--- config.mk ---
export PLATFORM = sky130hd
export DESIGN_NAME = sample_serializer
export DESIGN_NICKNAME = d
export VERILOG_FILES = /design/src/rtl/sample_pkg.sv /design/src/rtl/bit_timer.sv /design/src/rtl/sample_serializer.sv
export SDC_FILE = /design/constraint.sdc
export NUM_CORES = 1
export LEC_CHECK = 0
export ABC_AREA = 1
export CORE_MARGIN = 2
export CORE_UTILIZATION = 56
export DETAILED_ROUTE_END_ITERATION = 10
export GPL_TIMING_DRIVEN = 0
export PLACE_DENSITY = 0.92
export SYNTH_ARGS = -nofsm -noshare
export SYNTH_HDL_FRONTEND = slang
export SYNTH_SLANG_ARGS = --single-unit
--- constraint.sdc ---
create_clock -name clk -period 2.9 [get_ports clk]
set_input_delay 0.58 -clock clk [delete_from_list [all_inputs] [get_ports clk]]
set_output_delay 0.58 -clock clk [all_outputs]
set_load 0.1 [all_outputs]
--- src/rtl/sample_pkg.sv ---
// Shared types and constants for the serial sample path.
// Holds the framing FSM state encoding and the line levels used by the serializer.
package sample_pkg;

    typedef enum logic [2:0] {
        IDLE,
        START,
        DATA,
        PARITY,
        STOP
    } state_t;

    localparam int   DEFAULT_DW  = 4;
    localparam logic IDLE_LEVEL  = 1'b1;
    localparam logic START_LEVEL = 1'b0;

endpackage

--- src/rtl/bit_timer.sv ---
// Paces serial bit periods: pulses bit_tick on the last clock of each bit.
// Held at zero while restart is high so every frame begins on a fresh bit period.
module bit_timer #(
    parameter int CLKS_PER_BIT = 2
) (
    input  logic clk,
    input  logic rst_n,
    input  logic restart,
    output logic bit_tick
);

    localparam int            CW   = (CLKS_PER_BIT > 1) ? $clog2(CLKS_PER_BIT) : 1;
    localparam logic [CW-1:0] LAST = CW'(CLKS_PER_BIT - 1);

    logic [CW-1:0] clk_cnt;

    always_ff @(posedge clk or negedge rst_n) begin
        if (!rst_n) begin
            clk_cnt <= '0;
        end else if (restart || (clk_cnt == LAST)) begin
            clk_cnt <= '0;
        end else begin
            clk_cnt <= clk_cnt + CW'(1);
        end
    end

    assign bit_tick = !restart && (clk_cnt == LAST);

endmodule

--- src/rtl/sample_serializer.sv ---
// Framed serial transmitter: start bit, DW data bits LSB-first, optional even parity, stop bit.
// Outputs are registered from the next-state decode so they change on the same edge as the FSM.
module sample_serializer
    import sample_pkg::*;
#(
    parameter int DW           = DEFAULT_DW,
    parameter int CLKS_PER_BIT = 2,
    parameter int PARITY_EN    = 0
) (
    input  logic          clk,
    input  logic          rst_n,
    input  logic [DW-1:0] din,
    input  logic          din_valid,
    output logic          din_ready,
    output logic          sdo,
    output logic          sdo_en,
    output logic          done
);

    localparam int            BW       = $clog2(DW + 1);
    localparam logic [BW-1:0] LAST_BIT = BW'(DW - 1);

    state_t        state, state_next;
    logic [DW-1:0] shreg, shreg_next;
    logic [BW-1:0] bit_cnt, bit_cnt_next;
    logic          parity, parity_next;
    logic          sdo_next, sdo_en_next, din_ready_next, done_next;
    logic          bit_tick;

    bit_timer #(
        .CLKS_PER_BIT(CLKS_PER_BIT)
    ) u_bit_timer (
        .clk     (clk),
        .rst_n   (rst_n),
        .restart (state == IDLE),
        .bit_tick(bit_tick)
    );

    always_comb begin
        state_next   = state;
        shreg_next   = shreg;
        bit_cnt_next = bit_cnt;
        parity_next  = parity;
        done_next    = 1'b0;

        case (state)
            IDLE: begin
                if (din_valid) begin
                    state_next   = START;
                    shreg_next   = din;
                    parity_next  = ^din;
                    bit_cnt_next = '0;
                end
            end
            START: begin
                if (bit_tick) state_next = DATA;
            end
            DATA: begin
                if (bit_tick) begin
                    shreg_next = shreg >> 1;
                    if (bit_cnt == LAST_BIT) begin
                        bit_cnt_next = '0;
                        state_next   = (PARITY_EN != 0) ? PARITY : STOP;
                    end else begin
                        bit_cnt_next = bit_cnt + BW'(1);
                    end
                end
            end
            PARITY: begin
                if (bit_tick) state_next = STOP;
            end
            STOP: begin
                if (bit_tick) begin
                    state_next = IDLE;
                    done_next  = 1'b1;
                end
            end
            default: state_next = IDLE;
        endcase

        // Line level follows the state being entered, so sdo lines up with the FSM edge.
        case (state_next)
            START:   sdo_next = START_LEVEL;
            DATA:    sdo_next = shreg_next[0];
            PARITY:  sdo_next = parity_next;
            default: sdo_next = IDLE_LEVEL;
        endcase
        sdo_en_next    = (state_next != IDLE);
        din_ready_next = (state_next == IDLE);
    end

    always_ff @(posedge clk or negedge rst_n) begin
        if (!rst_n) begin
            state     <= IDLE;
            shreg     <= '0;
            bit_cnt   <= '0;
            parity    <= 1'b0;
            sdo       <= IDLE_LEVEL;
            sdo_en    <= 1'b0;
            din_ready <= 1'b1;
            done      <= 1'b0;
        end else begin
            state     <= state_next;
            shreg     <= shreg_next;
            bit_cnt   <= bit_cnt_next;
            parity    <= parity_next;
            sdo       <= sdo_next;
            sdo_en    <= sdo_en_next;
            din_ready <= din_ready_next;
            done      <= done_next;
        end
    end

endmodule

# Word-level counts from Yosys, hierarchy flattened
# Index checks and enable logic that the tools add are counted.
# word_totals
reg_bits	16
inputBits	7
out_inout_bits	4
wordCells	51
# op_classes
addsub	2
n_eq_ne	10
n_mux	20
n_reduce_logical	9
# ops
cell	count
3-bit 2-to-1 mux	9
3-bit by 2-bit == test with 1-bit output, second input constant	5
3-bit one-hot mux with 5 select lines	1
4-bit 2-to-1 mux	2
4-bit one-hot mux with 2 select lines	1
3-bit by 1-bit == test with 1-bit output, second input constant	2
3-bit zero test	2
3-bit one-hot mux with 2 select lines	1
1-bit 2-to-1 mux	5
2-bit != test, second input constant	2
4-bit parity	1
3-bit by 1-bit adder with 3-bit output, second input constant	1
3-bit == test, second input constant	1
1-bit one-hot mux with 3 select lines	1
3-bit AND reduction	1
3-bit nonzero test	1
2-bit nonzero test	1
1-bit adder, second input constant	1
1-bit logical AND	1
1-bit zero test	1
1-bit logical OR	1

# Depth between registers and ports, before layout
# logic_depth
ltp_word	7
depth_mapped	8
mapped_depth_nobuf	8

# Hierarchy
# From an unflattened synthesis, not the netlist that was laid out.
# hier_totals
cells_unflattened	112
area_unflattened_um2	905.9
# modules_own_cells
mod	n_inst	cells_per_inst	area_each_um2	seq_area_each_um2
sample_serializer	1	108	867.1	377.9
bit_timer	1	4	38.8	25.0

# Worst setup path after synthesis
# No wires, ideal clock.
# synth_path
path_type	reg-to-output
startpoint	reg done
endpoint	out done
arrival_time_ns	0.883
required_time_ns	2.320
path_slack_ns	1.437
stages_incl_launch_ff	1
n_path_buf	0
path_cell_list	dfrtp_1
# synth_rtl
element	line_no	text
from (decl)	sample_serializer.sv:17	output logic done
from (signal assigned)	sample_serializer.sv:110	done <= done_next;
# No word-level cell between the ends.

# Final worst setup path
# layout_path
startpoint	reg sdo
endpoint	out sdo
# layout_rtl
element	line_no	text
from (decl)	sample_serializer.sv:15	output logic sdo,
from (signal assigned)	sample_serializer.sv:107	sdo <= sdo_next;
# No word-level cell between the ends.

==> impl_metrics.ini <==
[synthesis]
netlist.area_leader.share_pct = 42.94
yosys-top-cells-area = dfrtp_1 43%, nand2_1 11%, dfstp_2 6.4%, inv_1 6.4%, nand3_1 4.9%
synth_nets = 108
synthFlopType = dfrtp_1
ys_seq_area_share_pct = 49.39
avgSynthCellArea_um2 = 8.158
ys_async_sr_fraction_pct = 100.0
synth-seq-cells = 16
yosysWarnings = 0
synth_cell_types = 22
yosysMostFrequentCell = nand2_1
synth_edf_count = 0
synthTopCellsByCount = 24 x nand2_1, 14 x dfrtp_1, 14 x inv_1
synthCells = 100
synth_largest_area_cell = dfrtp_1
syn-cell-area_um2 = 815.8

[setup_path]
worstReg2RegStart = bit_cnt[0]$_DFFE_PN0P_
critPathMaxFanout = 1
path_cells = clkdlybuf4s50_1
critical_path.slowest_cell = clkdlybuf4s50_1
r2r_slack_ps = 1600
cp-endpoint = sdo
path_buf_inv = 1
cp-end-kind = output port
critPathMaxStageDelay_ps = 1120
cp-start-kind = flip-flop
cp.arrival_ps = 1920
cp.depth = 1
timing_worst_setup_path_type = flip-flop to output port
reg2reg_to = sdo_en$_DFF_PN0_
rr_worst_depth = 8
cp_top_family = buffers and inverters
critPathLaunch = sdo$_DFF_PN1_
required_ps = 2320

[cts]
cts_tree = built
clock_path_buffers = 2
cts_hold_buf = 0
cts_setup_buffers = 0
cts_resized = 0
clock-root-buffer = clkbuf_4
cts_made_buffers = 3
cts_max_level = 1
clk_latency_ps = 280
cts.clk_slew.worst_paths_ps = 90
numClockSinks = 16

[placement]
place.gp.congestion = 0.8076
place_area_um2 = 934.6
io_buffers = 10
dp_hpwl_um = 1151
place_inst = 125

[die]
die_y_um = 42.17
ios = 11
rows = 13
die_x_um = 42.17
die_area_um2 = 1778
core-area_um2 = 1334
start_util_pct = 61.16

[worst_hold_path]
min-delay-path-class = flip-flop to flip-flop

[grt]
grt-ovfl-total = 0
grt_pass1_wl_um = 2490
first_global_vias = 624
antenna_found_initial = 0
grt_max_degree = 17
grtUsageTotal_pct = 18.86

[detailed_routing]
vias = 680
wirelength_um = 1505
avgViaCountPerCell = 5.271
drt_iter0_drc = 16
drtAntennaViolNets = 0
first_pass_iters = 4
wire_per_inst_um = 11.67
post-route-drc-count = 0

[sta]
fin_crit_ps = 2502
finalSetupTns_ps = 0
worst_hold_slack_ps = 515.1
rsz0062_at_grt = no
skew_ps = 2.401
worst_slew_pin_slew_ps = 963.8
setup_violations = 0
relSlewSlack_pct = 35.55
slew_violations = 0
final_hold_viol_count = 0
fin_crit_sh_pct = 86.26
fmax_mhz = 399.8

[cells_and_area]
regArea_um2 = 402.9
design_area_um2 = 970.9
multiInputGateArea_um2 = 330.3
fillers = 109
area_growth_pct = 19.02
diodes = 0
instances_no_fill = 129
drive_above_1_share_pct = 20.18
fin_nets = 123

[power]
power_density_nw_per_um2 = 1166
peakVddDrop_mv = 0.7638
power_leakage_nw = 0.5158
total_power_mw = 1.132

[run]
max_cap_viol_count = 0

[status]
status = complete, no violations
## logic make-up (layout without fill, tap and decap cells)
| logic type | count (synthesis) | in the layout | synth area share (%) |
|---|---|---|---|
| DFF | 16 | 16 | 49.39 |
| and+or+nand+nor | 52 | 52 | 31.44 |
| adders and majority gates | 1 | 1 | 1.533 |
| buffers and inverters | 21 | 35 | 10.12 |
| AOI/OAI and AO/OA | 10 | 10 | 7.514 |
## stage by stage
step | setup slack (ps) | util, %
2_1_floorplan | 1437 | -
3_3_place_gp | 708.2 | 70.08
3_5_place_dp | 702.4 | 70.08
4_1_cts | 380.4 | 72.80
5_1_grt | 347.4 | 72.80
6_report | 398.5 | 72.80
## power by group
group	total [mW]	leakage, nW	internal [mW]	switching, mW
sequential	0.396	0.199	0.329	0.0675
combinational	0.593	0.296	0.174	0.419
clock	0.143	0.0210	0.0763	0.0666
total	1.13	0.516	0.579	0.553
## how the worst min path moves through the flow
stage	cells after the start	startpoint	endpoint	slack (ps)
after floorplan	0	rst_n	bit_cnt[0]$_DFFE_PN0P_	280
after global placement	2	bit_cnt[2]$_DFFE_PN0P_	bit_cnt[2]$_DFFE_PN0P_	490
after detailed placement	2	bit_cnt[2]$_DFFE_PN0P_	bit_cnt[2]$_DFFE_PN0P_	510
after CTS	2	bit_cnt[2]$_DFFE_PN0P_	bit_cnt[2]$_DFFE_PN0P_	520
after global routing	2	bit_cnt[1]$_DFFE_PN0P_	bit_cnt[1]$_DFFE_PN0P_	550
final	2	bit_cnt[2]$_DFFE_PN0P_	bit_cnt[2]$_DFFE_PN0P_	520
## sequential cells by signal, indices dropped and copies added, names as in the netlist
signal	count
bit_cnt	3
shreg	4
parity	1
din_ready	1
state	3
sdo	1
done	1
sdo_en	1
u_bit_timer.clk_cnt	1
## layout by cell type (no fill, tap or decap), types with 2 or more instances in the layout
cell type / instances
nand2_1: 24
dfstp_2: 2
nor2_2: 3
clkdlybuf4s50_1: 10
nand3_1: 8
inv_2: 6
nor3_1: 2
nand4_1: 2
a21oi_1: 2
clkbuf_4: 3
o21ai_0: 4
nor2_1: 5
o211ai_1: 2
nand2_2: 2
inv_1: 14
dfrtp_1: 14
nand3_2: 3
## layer usage
layer  vias to the layer above  global-route usage (%)  part of all wire (%)
met5                         -                       0                     0
met4                         0                   11.25                   1.9
met3                         4                   2.586                   3.7
met2                        17                   32.92                    51
met1                       315                   21.61                    43
li1                        344                       -                     -
## layout make-up
cell class | count | area share [%]
tap | 15 | 1.933
sequential | 16 | 41.49
clock buffer | 4 | 3.737
buffer | 1 | 0.7732
multi-input combinational | 63 | 34.02
inverter | 20 | 7.732
timing repair buffer | 10 | 10.31
Power figures use the tool's default switching activity.
